==> src/rtl/alu_seq.sv <==
// Sequential ALU: single-cycle arithmetic/logic/shift ops plus iterative
// shift-add multiply and restoring divide, with result flags.
module alu_seq #(
  parameter int WIDTH = 16
) (
  input  logic             clk,
  input  logic             rst_n,
  input  logic             start,
  input  logic [3:0]       op,
  input  logic [WIDTH-1:0] a,
  input  logic [WIDTH-1:0] b,
  output logic [WIDTH:0]   res,
  output logic             busy,
  output logic             done,
  output logic [4:0]       flags
);

  localparam int CW = $clog2(WIDTH);

  localparam logic [3:0] OP_ADD = 4'd0;
  localparam logic [3:0] OP_SUB = 4'd1;
  localparam logic [3:0] OP_AND = 4'd2;
  localparam logic [3:0] OP_OR  = 4'd3;
  localparam logic [3:0] OP_XOR = 4'd4;
  localparam logic [3:0] OP_NOT = 4'd5;
  localparam logic [3:0] OP_SHL = 4'd6;
  localparam logic [3:0] OP_SHR = 4'd7;
  localparam logic [3:0] OP_MUL = 4'd8;
  localparam logic [3:0] OP_DIV = 4'd9;
  localparam logic [3:0] OP_MOD = 4'd10;

  typedef enum logic [1:0] {IDLE, CALC, DONE} state_t;

  // Handshake: start is accepted only on a rising edge where the FSM is IDLE;
  // done is a one-cycle pulse and res/flags hold until the next done.
  state_t             state_q, state_d;
  logic [CW-1:0]      cnt_q, cnt_d;
  logic [2*WIDTH-1:0] acc_q, acc_d;
  logic [WIDTH-1:0]   b_q, b_d;
  logic [3:0]         op_q, op_d;
  logic [WIDTH:0]     res_q, res_d;
  logic [4:0]         flags_q, flags_d;
  logic               done_q, done_d;

  logic [WIDTH:0]     sc_res;
  logic               sc_ovf, sc_dz, sc_ill;
  logic [WIDTH:0]     mul_sum;
  logic [2*WIDTH-1:0] mul_next;
  logic [WIDTH:0]     rem_sh, rem_diff;
  logic               div_ge;
  logic [2*WIDTH-1:0] div_next;
  logic               go_calc;

  function automatic logic [4:0] mk_flags(input logic [WIDTH:0] r, input logic dz,
                                          input logic ill, input logic ovf);
    mk_flags = {dz, ill, ovf, r[WIDTH-1], (r[WIDTH-1:0] == '0)};
  endfunction

  always_comb begin
    sc_res = '0;
    sc_ovf = 1'b0;
    sc_dz  = 1'b0;
    sc_ill = 1'b0;
    case (op)
      OP_ADD: begin
        sc_res = {1'b0, a} + {1'b0, b};
        sc_ovf = (a[WIDTH-1] == b[WIDTH-1]) && (sc_res[WIDTH-1] != a[WIDTH-1]);
      end
      OP_SUB: begin
        sc_res = {1'b0, a} - {1'b0, b};
        sc_ovf = (a[WIDTH-1] != b[WIDTH-1]) && (sc_res[WIDTH-1] != a[WIDTH-1]);
      end
      OP_AND: sc_res = {1'b0, a & b};
      OP_OR:  sc_res = {1'b0, a | b};
      OP_XOR: sc_res = {1'b0, a ^ b};
      OP_NOT: sc_res = {1'b0, ~a};
      // Bit WIDTH of the widened shift is exactly the last bit shifted out.
      OP_SHL: sc_res = {1'b0, a} << b[4:0];
      OP_SHR: sc_res = {1'b0, a >> b[4:0]};
      OP_DIV: begin
        sc_res = {1'b0, {WIDTH{1'b1}}};
        sc_dz  = 1'b1;
      end
      OP_MOD: begin
        sc_res = {1'b0, a};
        sc_dz  = 1'b1;
      end
      OP_MUL: sc_res = '0;
      default: sc_ill = 1'b1;
    endcase
  end

  // One multiply step: conditionally add B into the upper half, shift right.
  always_comb begin
    mul_sum  = {1'b0, acc_q[2*WIDTH-1:WIDTH]} + {1'b0, (acc_q[0] ? b_q : {WIDTH{1'b0}})};
    mul_next = {mul_sum, acc_q[WIDTH-1:1]};
  end

  // One restoring-divide step; the remainder always stays below B, so bit
  // WIDTH of the difference is a valid borrow indicator.
  always_comb begin
    rem_sh   = {acc_q[2*WIDTH-1:WIDTH], acc_q[WIDTH-1]};
    rem_diff = rem_sh - {1'b0, b_q};
    div_ge   = ~rem_diff[WIDTH];
    div_next = {(div_ge ? rem_diff[WIDTH-1:0] : rem_sh[WIDTH-1:0]), acc_q[WIDTH-2:0], div_ge};
  end

  assign go_calc = (op == OP_MUL) || (((op == OP_DIV) || (op == OP_MOD)) && (b != '0));

  always_comb begin
    state_d = state_q;
    cnt_d   = cnt_q;
    acc_d   = acc_q;
    b_d     = b_q;
    op_d    = op_q;
    res_d   = res_q;
    flags_d = flags_q;
    done_d  = 1'b0;
    case (state_q)
      IDLE: begin
        if (start) begin
          op_d  = op;
          b_d   = b;
          cnt_d = '0;
          if (go_calc) begin
            acc_d   = {{WIDTH{1'b0}}, a};
            state_d = CALC;
          end else begin
            res_d   = sc_res;
            flags_d = mk_flags(sc_res, sc_dz, sc_ill, sc_ovf);
            done_d  = 1'b1;
            state_d = DONE;
          end
        end
      end
      CALC: begin
        acc_d = (op_q == OP_MUL) ? mul_next : div_next;
        cnt_d = cnt_q + CW'(1);
        if (cnt_q == CW'(WIDTH - 1)) begin
          done_d  = 1'b1;
          state_d = DONE;
          if (op_q == OP_MUL) begin
            res_d   = {1'b0, mul_next[WIDTH-1:0]};
            flags_d = mk_flags({1'b0, mul_next[WIDTH-1:0]}, 1'b0, 1'b0,
                               |mul_next[2*WIDTH-1:WIDTH]);
          end else if (op_q == OP_DIV) begin
            res_d   = {1'b0, div_next[WIDTH-1:0]};
            flags_d = mk_flags({1'b0, div_next[WIDTH-1:0]}, 1'b0, 1'b0, 1'b0);
          end else begin
            res_d   = {1'b0, div_next[2*WIDTH-1:WIDTH]};
            flags_d = mk_flags({1'b0, div_next[2*WIDTH-1:WIDTH]}, 1'b0, 1'b0, 1'b0);
          end
        end
      end
      DONE: state_d = IDLE;
      default: state_d = IDLE;
    endcase
  end

  always_ff @(posedge clk or negedge rst_n) begin
    if (!rst_n) begin
      state_q <= IDLE;
      cnt_q   <= '0;
      acc_q   <= '0;
      b_q     <= '0;
      op_q    <= '0;
      res_q   <= '0;
      flags_q <= '0;
      done_q  <= 1'b0;
    end else begin
      state_q <= state_d;
      cnt_q   <= cnt_d;
      acc_q   <= acc_d;
      b_q     <= b_d;
      op_q    <= op_d;
      res_q   <= res_d;
      flags_q <= flags_d;
      done_q  <= done_d;
    end
  end

  assign res   = res_q;
  assign flags = flags_q;
  assign done  = done_q;
  assign busy  = (state_q != IDLE);

endmodule

==> config.mk <==
export PLATFORM = sky130hd
export DESIGN_NAME = alu_seq
export DESIGN_NICKNAME = d
export VERILOG_FILES = /design/src/rtl/alu_seq.sv
export SDC_FILE = /design/constraint.sdc
export NUM_CORES = 1
export LEC_CHECK = 0
export ABC_AREA = 1
export CELL_PAD_IN_SITES_DETAIL_PLACEMENT = 1
export CELL_PAD_IN_SITES_GLOBAL_PLACEMENT = 1
export CORE_UTILIZATION = 43
export DETAILED_ROUTE_END_ITERATION = 6
export GPL_TIMING_DRIVEN = 0
export PLACE_DENSITY = 0.91
export SYNTH_ARGS = -nofsm -noshare
export SYNTH_HDL_FRONTEND = slang
export SYNTH_SLANG_ARGS = --single-unit
==> constraint.sdc <==
create_clock -name clk -period 3.25 [get_ports clk]
set_input_delay 0.975 -clock clk [delete_from_list [all_inputs] [get_ports clk]]
set_output_delay 0.975 -clock clk [all_outputs]
set_load 0.02 [all_outputs]
* Word level (Yosys, flattened, before mapping) *
Cells that the tools add are included.

word-level totals
  register bits = 81
  input bits = 39
  output and inout bits = 24
  logic and storage cells = 96

operators by class
  $add $sub $neg = 5
  eq/ne operators = 22
  shift-type cells = 2
  mux-type cells = 32
  bitwise gates (word level) = 5
  reduce and logical (&&, ||, !) cells = 22

operators with widths
  operator                                                               number
  17-bit case mux with 10 select lines                                   1
  32-bit two-way mux                                                     3
  16-bit logical NOT                                                     4
  16-bit two-way mux                                                     4
  32-bit case mux with 2 select lines                                    1
  17-bit two-way mux                                                     3
  16-bit by 16-bit adder with 17-bit output                              2
  17-bit case mux with 2 select lines                                    1
  4-bit equality test, second input constant                             6
  16-bit by 5-bit left shift with 17-bit output                          1
  16-bit by 16-bit subtractor with 17-bit output                         1
  17-bit by 16-bit subtractor with 17-bit output                         1
  16-bit AND                                                             1
  4-bit by 3-bit equality test with 1-bit output, second input constant  4
  16-bit NOT                                                             1
  16-bit bitwise OR                                                      1
  16-bit nonzero test                                                    1
  16-bit OR reduction                                                    1
  16-bit by 5-bit >> shifter with 16-bit output                          1
  16-bit bitwise XOR                                                     1
  5-bit two-way mux                                                      3
  11-bit OR reduction                                                    1
  5-bit case mux with 2 select lines                                     1
  4-bit by 2-bit equality test with 1-bit output, second input constant  2
  other kinds (23)                                                       42

* Depth between registers and ports, before layout *
Gate-level depths: netlist (run 1).

  word-level depth = 7
  gate-level depth with buffers = 23
  mapped depth without buffers = 22

* Worst setup path before layout (run 1) *
Ideal clock, no wire load.

  kind = input -> register
  from = input b[1]
  to = register flags_q[0] (netlist: flags[0])
  setup time = 63 ps
  arrival time = 3199 ps
  data required time = 3187 ps
  path slack = -12 ps
  stages on the path = 21
  buffers on the path = 2
  cell sequence = buf_2 inv_1 clkbuf_1 ha_1 nor2_1 nand2_1 nand2_1 nand3_1 nand2_1 nand3_1 nand2_1 nand2_1 nand3_1 nand2_1 nor2_1 nand2_1 nor2_1 nand4_1 nand3_1 nand2_1 inv_1

between the ends
  cells in the longest elaborated chain, start to end = 6
  elaborated cells between the ends (all ways) = 17
  classes of those cells = 2 x add/sub; 1 x eq/ne; 2 x shift; 4 x mux; 3 x bitwise; 5 x reduce/logical

RTL lines
  element                                                                 line  text
  start: declaration                                                      11    input logic [WIDTH-1:0] b,
  16-bit by 16-bit subtractor with 17-bit output (tied with other cells)  70    sc_res = {1'b0, a} - {1'b0, b};
  17-bit case mux with 10 select lines                                    64    case (op)
  16-bit logical NOT                                                      56    mk_flags = {dz, ill, ovf, r[WIDTH-1], (r[WIDTH-1:0] == '0)};
  5-bit two-way mux                                                       125   if (go_calc) begin
  5-bit two-way mux                                                       121   if (start) begin
  5-bit case mux with 2 select lines                                      119   case (state_q)
  end signal: assignment                                                  177   flags_q <= flags_d;
  end: declaration                                                        42    logic [4:0] flags_q, flags_d;

Several ways; a longest one is shown, not always the timed one. The select of a mux whose other input is x is not followed.
A chain may end at the register's enable or synchronous reset.

* Worst setup path in the final report (run 1) *
Same ends and word-level chain as after synthesis.

==> metrics, run 1 <==
Crit path largest cell delay=0.48 ns; met2 Use GR=66.2%; Data arrival, critical path=between 3 and 4 ns; Critical Path Start=b[1]; GP Congestion=between 0.9 and 1; DRC violation count after routing=0; hpwl dp=around 38000 um; grt ovf=0; met1 GRT Util=between 40% and 50%; Peak VDD IR=0.000436 V; Core ar.=approximately 24000 um2; Clock Skew=around 0.018 ns; final setup fails=1; Vias=around 13000; first-pass GRT wire length=75500 um; Initial Utilization=approximately 44%; TritonCTS clock tree=yes; sequential fraction of the synthesis area=between 10% and 20%; Worst R2R Path Depth=22; fin nets=between 1500 and 2000; Worst-Margin Slew=0.775 ns; Hold Vio Cnt, Final=0; Slowest-stage cell, CP=clkbuf_1; Max Root-Sink Buffers=2; # Max-Cap Violations=0; crit path kind=in2reg; Root Driver=clkbuf_16; # rows=56; initial antenna violation count=0; Final min period=~3.3 ns; area of the multi-input gates=around 7700 um2; Yosys warnings=0; worst path required time=~3.5 ns; Critical R2R Capture=flags[0]; crit share post-route=103%; largest net degree at the start of global routing=47; fin cells=2155; Rel. slew slack=48.2%; # clock sinks=80; Leak=~6.3 nW; Netlist cell types=between 50 and 60; failing checks=setup timing; Die Y=about 160 um; mean area per synthesized cell=~6 um2; DRT Pass-1 Iters=6; Post-synth top flop=dfrtp_1; die width=about 160 um; setup ws final=-0.0946 ns; I/O pin count=63; share of cells above drive strength 1=between 10% and 20%; WL/cell=~24 um; clock slew at reported path FFs=0.08 ns; PwrDens=around 780 nW/um2; Port Buffers=between 60 and 70; First DRT Iteration DRCs=around 1200; antenna-violating nets left=0; cell mode on critical path=nand2_1; ANT cells=0; Reg area=~2000 um2; Total GRT Usage=around two fifths; Post-Place Cells=roughly 2100; r2r setup slk=approximately 0.020 ns; Layout Utilization=53.1%; Layout area overhead=20.4%; ys async rst share=100%; worst r2r src=acc_q[15]; area of the mapped netlist=about 10000 um2; H-tree levels=3; #FFs+latches synth=80; Hold Path Class=reg2reg; total CTS buffers=9; outcome=finished with violations; max-slew violation count=0; fmax=approximately 0.30 GHz; crit path cell chain=clkbuf_2, buf_6, buf_4, clkbuf_1, nor2_1, nand3_1, o21ai_0, o21ai_2, nand2_1, nor2_1, nand2_1, nor2_2, nand4_1, nand3_2, nand2_1, inv_2; CP Max Fanout=10; vias in the first global route=around 13000; Synthesized Nets=approximately 1900; FILL cells=approximately 3300; met3 usage in global routing=between 6 and 7%; die area=24800 um2; unrepaired setup endpoints after global routing=true; Vias/cell=roughly 6; global route hottest layer=met2; Setup crit end=flags[0]; Post-synth EDFFs=0; WL final=between 50000 and 60000 um; cell count after synthesis=roughly 1700; Worst-Skew Late Latency=~0.36 ns; crit end category=flip-flop; startpoint types=input pin
-- final cells by class --
class / instances / share of cell area [%]
multi-input cells: 1359 / 61.8
clock inverters: 7 / 0.671
inverters: 233 / 7.32
flip-flops and latches: 80 / 16.0
plain buffers: 52 / 2.71
repair buffers: 96 / 6.48
well taps: 319 / 3.19
clock buffers: 9 / 1.80
-- per-layer routing --
| metal | up-vias | wire length [um] | share of wire, % |
|---|---|---|---|
| li1 | 5911 | - | - |
| met1 | 6376 | 18800 | 37 |
| met2 | 747 | 23100 | 46 |
| met3 | 269 | 4130 | 8.1 |
| met4 | 0 | 4740 | 9.3 |
| met5 | - | 0 | 0 |
-- worst min-delay path by stage --
| stage | start | to | cells past startpoint |
|---|---|---|---|
| after global routing | res[11] | res[11] | 2 |
| after CTS | res[11] | res[11] | 2 |
| after floorplan | op_q[3] | op_q[3] | 2 |
| after global placement | op_q[3] | op_q[3] | 2 |
| final | res[11] | res[11] | 2 |
| after detailed placement | res[11] | res[11] | 2 |
-- kinds of logic after synthesis --
logic type / after synthesis / synth area share (%)
flip-flops: 80 / 19.3
buffers and inverters: 290 / 11.2
adder cells (fa/ha/maj): 91 / 11.3
AND/OR/NAND/NOR: 922 / 37.6
AO/OA/AOI/OAI: 321 / 18.5
XOR/XNOR: 25 / 2.11
-- synth_stat cells, drive strengths merged, types with 2 or more instances --
library cell | instances | area share, %
nand3b | 3 | 0.22
ha | 87 | 10
o21a | 2 | 0.14
o221a | 2 | 0.22
xor2 | 13 | 1.1
nand2 | 553 | 21
o221ai | 28 | 2.4
a21o | 2 | 0.14
o2111ai | 6 | 0.51
o31ai | 2 | 0.14
o22ai | 14 | 0.84
a31oi | 5 | 0.30
a22oi | 10 | 0.72
or2 | 4 | 0.24
nor2 | 137 | 5.1
inv | 230 | 8.3
a21oi | 103 | 5.1
fa | 4 | 0.77
o21bai | 9 | 0.65
nand3 | 174 | 8.6
o211ai | 14 | 1.0
clkinv | 3 | 0.11
dfrtp | 80 | 19
nor4 | 4 | 0.24
nand4 | 20 | 1.2
a211oi | 4 | 0.29
clkbuf | 29 | 1.1
o21ai | 114 | 5.5
nor3 | 22 | 1.1
and2 | 4 | 0.24
buf | 28 | 1.7
a22o | 2 | 0.17
xnor2 | 12 | 1.0
-- registers in the layout (all words and copies together) (netlist names) --
| name | cells |
|---|---|
| state_q | 2 |
| b_q | 16 |
| op_q | 4 |
| done | 1 |
| cnt_q | 4 |
| acc_q | 32 |
| res | 17 |
| flags | 4 |
-- critical path: cells and delay by family --
family / cells / cell delay [ns]
and+or+nand+nor: 9 / 1.16
buffers and inverters: 5 / 0.95
AOI/OAI and AO/OA: 2 / 0.54
-- per-stage QoR --
step | hold slack, ns | TNS, ns | cell area, um2 | power (mW) | worst slack, ns
after floorplan | 0.454 | 0 | 10400 | 5.91 | 0.182
after global placement | 0.466 | -156.69 | 11400 | 7.81 | -1.66
after detailed placement | 0.480 | -26.62 | 11400 | 8.03 | -1.27
after CTS | 0.499 | -0.0601 | 12100 | 9.31 | -0.0601
after global routing | 0.520 | -0.203 | 12500 | 10.4 | -0.153
final | 0.497 | -0.0946 | 12500 | 9.80 | -0.0946
-- placed cells by master (no fill, tap or decap), types with 5 or more instances in the layout --
master | synthesis | final
o21bai_1 | 9 | 8
nor2_4 | 1 | 10
clkbuf_1 | 28 | 22
xor2_1 | 13 | 13
nand4_1 | 20 | 20
nor2_2 | 5 | 25
ha_1 | 87 | 76
o22ai_1 | 14 | 14
inv_1 | 227 | 208
clkinvlp_4 | 0 | 7
a31oi_1 | 5 | 5
nand3_2 | 4 | 16
clkbuf_16 | 0 | 10
inv_2 | 3 | 14
nand2_4 | 3 | 6
o21ai_1 | 7 | 9
nand2_1 | 534 | 515
xnor2_1 | 12 | 12
clkdlybuf4s50_1 | 0 | 26
a21oi_1 | 100 | 88
dfrtp_1 | 80 | 79
o221ai_1 | 28 | 28
o2111ai_1 | 6 | 6
a21oi_2 | 2 | 12
clkbuf_4 | 0 | 11
nor3_1 | 21 | 16
a22oi_1 | 10 | 10
ha_4 | 0 | 9
o21ai_0 | 106 | 98
clkbuf_2 | 1 | 12
buf_4 | 3 | 41
nor2_1 | 131 | 102
buf_6 | 0 | 9
o21ai_2 | 1 | 6
o211ai_1 | 14 | 14
buf_2 | 21 | 15
nand2_2 | 16 | 32
nand3_1 | 170 | 158
-- where the power goes --
group	internal [mW]	total [mW]	leakage (nW)	switching (mW)
sequential	1.40	1.89	1.00	0.487
combinational	2.27	6.82	5.20	4.55
clock	0.611	1.09	0.149	0.478
-- what timing repair did --
item                                    in CTS  in global routing
hold buffers                                 0                  0
buffers inserted                            16                 17
endpoints found under the setup margin      26                 24
pin swaps                                   16                 31
gates resized for setup                    179                161
No activity file was read; power rests on OpenSTA's default activity.
==> run 2: changes to the inputs <==
Settings changed: ABC_AREA 1 to 0, CORE_UTILIZATION 43 to 46, SLEW_MARGIN from default to 20.
==> metrics, run 2 <==
outcome=did not finish; Halt Stage=global routing (5_1_grt); Run Error=[ERROR GRT-0232] Routing congestion too high. Check the congestion heatmap in the GUI.; # clock sinks=80; Netlist cell types=90; most frequent cell after synthesis=nand2_1; ys async rst share=100%; Port Buffers=61; WEP type=sequential cell input; Synth area leader=dfrtp_1; Area contributors post-synth=dfrtp_1 (19%), ha_1 (10%), nand2_1 (6.0%); Post-CTS Hold Buffers=0; total CTS buffers=9; Synthesized Nets=~1500; largest net degree at the start of global routing=between 50 and 60; sequential fraction of the synthesis area=18.7%; GP Congestion=roughly 1.1; Total GRT Usage=between 70% and 80%; cell count after synthesis=around 1400; Post-synth EDFFs=0; Synth top cells by count=nand2_1 (172), nor2_1 (116), o21ai_0 (99); Root Driver=clkbuf_16; Yosys warnings=0; share of the synthesized area in the top cell type=about a fifth; die width=between 150 and 200 um; # rows=between 50 and 60; Die Y=approximately 150 um; grt ovf=5; mean area per synthesized cell=between 7 and 8 um2; I/O pin count=63; initial antenna violation count=15; hpwl dp=between 30000 and 40000 um; Initial Utilization=around 47%; #FFs+latches synth=80; H-tree levels=3; Max Root-Sink Buffers=2; Post-synth top flop=dfrtp_1; area of the mapped netlist=~11000 um2; worst_ep grt=flags[2]$_DFFE_PN0P_/D
[run 2: logic make-up after synthesis]
logic type | share of synthesized area (%)
multiplexers | 11.3
buffers and inverters | 7.34
flip-flops | 18.7
XOR/XNOR | 2.93
AND/OR/NAND/NOR | 22.2
adder cells (fa/ha/maj) | 10.9
AO/OA/AOI/OAI | 26.5
[run 2: per-layer routing]
layer | GRT overflow | track usage [%]
met1 | 0 | 79.0
met2 | 3 | 92.2
met3 | 0 | 67.6
met4 | 2 | 72.4
met5 | 0 | 42.4
[run 2: what timing repair did]
| action | in CTS |
|---|---|
| resized for setup | 409 |
| endpoints found under the setup margin | 56 |
| pin swaps | 75 |
| cloned | 2 |
| buffers inserted | 71 |
| hold endpoints to repair | 0 |
[run 2: metrics by stage]
stage               area (um2)  setup TNS, ns  cells  setup slack [ns]  util, %
global placement         11800        -195.09   1747             -2.08     52.2
floorplan                10900          -2.41   1401            -0.618        -
detailed placement       11900         -56.07   1748             -2.16     52.3
CTS                      14200          -3.14   1832            -0.483     62.3
==> run 3: changes to the inputs <==
Settings changed: CELL_PAD_IN_SITES_DETAIL_PLACEMENT 1 to default, CELL_PAD_IN_SITES_GLOBAL_PLACEMENT 1 to default, CORE_UTILIZATION 46 to 40, PLACE_DENSITY 0.91 to default, PLACE_DENSITY_LB_ADDON from default to 0.15.
==> metrics, run 3 <==
commonest non-fill, non-tap cells in the layout=nand2_1 (168), nor2_1 (109), buf_4 (100); max-slew violation count=0; Worst-Margin Slew=~1.0 ns; Post-synth top flop=dfrtp_1; Area contributors post-synth=dfrtp_1 (19%), ha_1 (10%), nand2_1 (6.0%); Initial Utilization=a little over 40%; Total Power=11.4 mW; Synthesized Nets=approximately 1500; fin nets=1691; Port Buffers=approximately 60; Leak=a little over 6 nW; final setup fails=12; ANT cells=0; Hold Vio Cnt, Final=0; Setup WS pre-CTS=-2.25 ns; cell count after synthesis=between 1000 and 1500; Worst-Skew Late Latency=between 0.3 and 0.4 ns; unrepaired setup endpoints after global routing=true; WL final=48600 um; Layout area overhead=36.6%; largest net degree at the start of global routing=between 50 and 60; PwrDens=between 700 and 800 nW/um2; initial antenna violation count=0; crit path cell chain=buf_8, buf_8, buf_12, buf_12, buf_12, inv_8, fa_2, nor2b_4, o311a_4, o41ai_4, buf_4, o21ai_4, a21oi_2, o221ai_2, a211oi_2, nand2_1, o31ai_2, o21bai_1; crit path kind=in2reg; Most flops, register=acc_q; Vias=12200; Total GRT Usage=between 30% and 40%; DRT Pass-1 Iters=7; antenna-violating nets left=0; GP Congestion=around 1; # rows=59; max reg flops=32; Netlist cell types=90; # clock sinks=80; setup ws final=-0.491 ns; I/O pin count=63; crit end category=flip-flop; startpoint types=input pin; Slowest-stage cell, CP=o41ai_4; mean area per synthesized cell=between 7 and 8 um2; area of the mapped netlist=around 11000 um2; Core ar.=between 20000 and 30000 um2; DRC violation count after routing=8; Die Y=between 150 and 200 um; FILL cells=~2500; worst path required time=approximately 3.5 ns; Crit path largest cell delay=around 0.36 ns; ys async rst share=100%; outcome=finished with violations; Synth area leader=dfrtp_1; Synth top cells by count=nand2_1 (172), nor2_1 (116), o21ai_0 (99); die area=between 20000 and 30000 um2; die width=roughly 170 um; First DRT Iteration DRCs=between 1000 and 1500; Clock Skew=slightly below 0.01 ns; failing checks=DRC, setup timing; #FFs+latches synth=80; share of the synthesized area in the top cell type=around a fifth; Rel. slew slack=31.0%; WL/cell=25.6 um; CP Max Fanout=4; Max Root-Sink Buffers=2; commonest non-fill, non-tap cell in the layout=nand2_1; Root Driver=clkbuf_16; first-pass GRT wire length=about 73000 um; Peak VDD IR=around 0.00048 V; fmax=roughly 0.27 GHz; crit share post-route=115%; hold slack final=around 0.5 ns; Hold Path Class=reg2reg; # Max-Cap Violations=0; sequential fraction of the synthesis area=18.7%; cell mode on critical path=buf_12; vias in the first global route=roughly 12000; hpwl dp=36200 um; grt ovf=0; TritonCTS clock tree=yes; area of the multi-input gates=just over 9000 um2; Reg area=around 2000 um2; Post-synth EDFFs=0; clock slew at reported path FFs=approximately 0.07 ns; Vias/cell=about 6.4; total CTS buffers=9; Yosys warnings=0; share of cells above drive strength 1=between 20% and 30%; most frequent cell after synthesis=nand2_1; Final min period=approximately 3.7 ns; H-tree levels=3; Data arrival, critical path=approximately 4 ns; Layout Utilization=a little under three fifths
==> run 3: cell counts after synthesis <==
Identical to the previous run, type by type.
==> run 3: kinds of logic (layout without fill, tap and decap cells) <==
| family | count (synthesis) | count (layout) | share of synthesized area [%] |
|---|---|---|---|
| flops | 80 | 80 | 18.7 |
| buf+inv | 192 | 356 | 7.34 |
| compound gates | 425 | 425 | 26.5 |
| xor+xnor | 35 | 35 | 2.93 |
| simple gates | 493 | 493 | 22.2 |
| mux | 85 | 85 | 11.3 |
| fa+ha+maj | 91 | 91 | 10.9 |
==> run 3: worst paths after layout <==
path                          start   endpoint  slack [ns]  depth (start not counted)
max                            b[1]   flags[0]       -0.49                         18
min                        flags[4]   flags[4]        0.51                          2
max reg2reg                acc_q[0]   flags[2]       -0.29                         16
min reg2reg                flags[4]   flags[4]        0.51                          2
max in group asynchronous     rst_n     res[6]        2.05                          2
min in group asynchronous     rst_n  acc_q[28]        0.57                          1
==> run 3: critical path: cells and delay by family <==
family | cells | cell delay (ns)
buffers and inverters | 7 | 0.69
AOI/OAI and AO/OA | 8 | 1.75
and+or+nand+nor | 2 | 0.25
adders and majority gates | 1 | 0.33
==> run 3: layout make-up <==
cell class	count	share of cell area, %
flip-flops and latches	80	13.7
multi-input cells	1129	63.5
plain buffers	103	6.31
repair buffers	157	9.32
inverters	81	2.29
clock buffers	10	1.57
well taps	335	2.87
clock inverters	5	0.402
==> run 3: what timing repair did <==
action / 4_1_cts / 5_1_grt
pin swaps: 61 / 48
gates cloned: 1 / 0
setup endpoints to repair: 55 / 48
resized for setup: 347 / 140
hold buffers: 0 / 0
setup buffers: 76 / 23
==> run 3: metal layers <==
layer  share of wire (%)  global-route usage [%]  vias to the layer above
li1                    -                       -                     5461
met1                  42                    47.9                     5914
met2                  45                    55.4                      661
met3                 8.6                    6.02                      151
met4                 5.1                    18.8                        0
met5                   0                       0                        -
==> run 3: stage by stage <==
stage          setup TNS (ns)  cells  cell area [um2]
2_1_floorplan           -2.41   1401            10900
3_3_place_gp          -209.02   1797            11900
3_5_place_dp           -56.80   1798            11900
4_1_cts                 -4.90   1884            14000
5_1_grt                 -3.70   1900            14600
6_report                -2.81   1900            14600
==> run 3: report_power, final <==
group / total (mW) / switching [mW] / internal, mW
Combinational: 8.46 / 4.62 / 3.84
Sequential: 1.93 / 0.560 / 1.37
Clock: 1.04 / 0.448 / 0.592
Total: 11.4 / 5.63 / 5.80
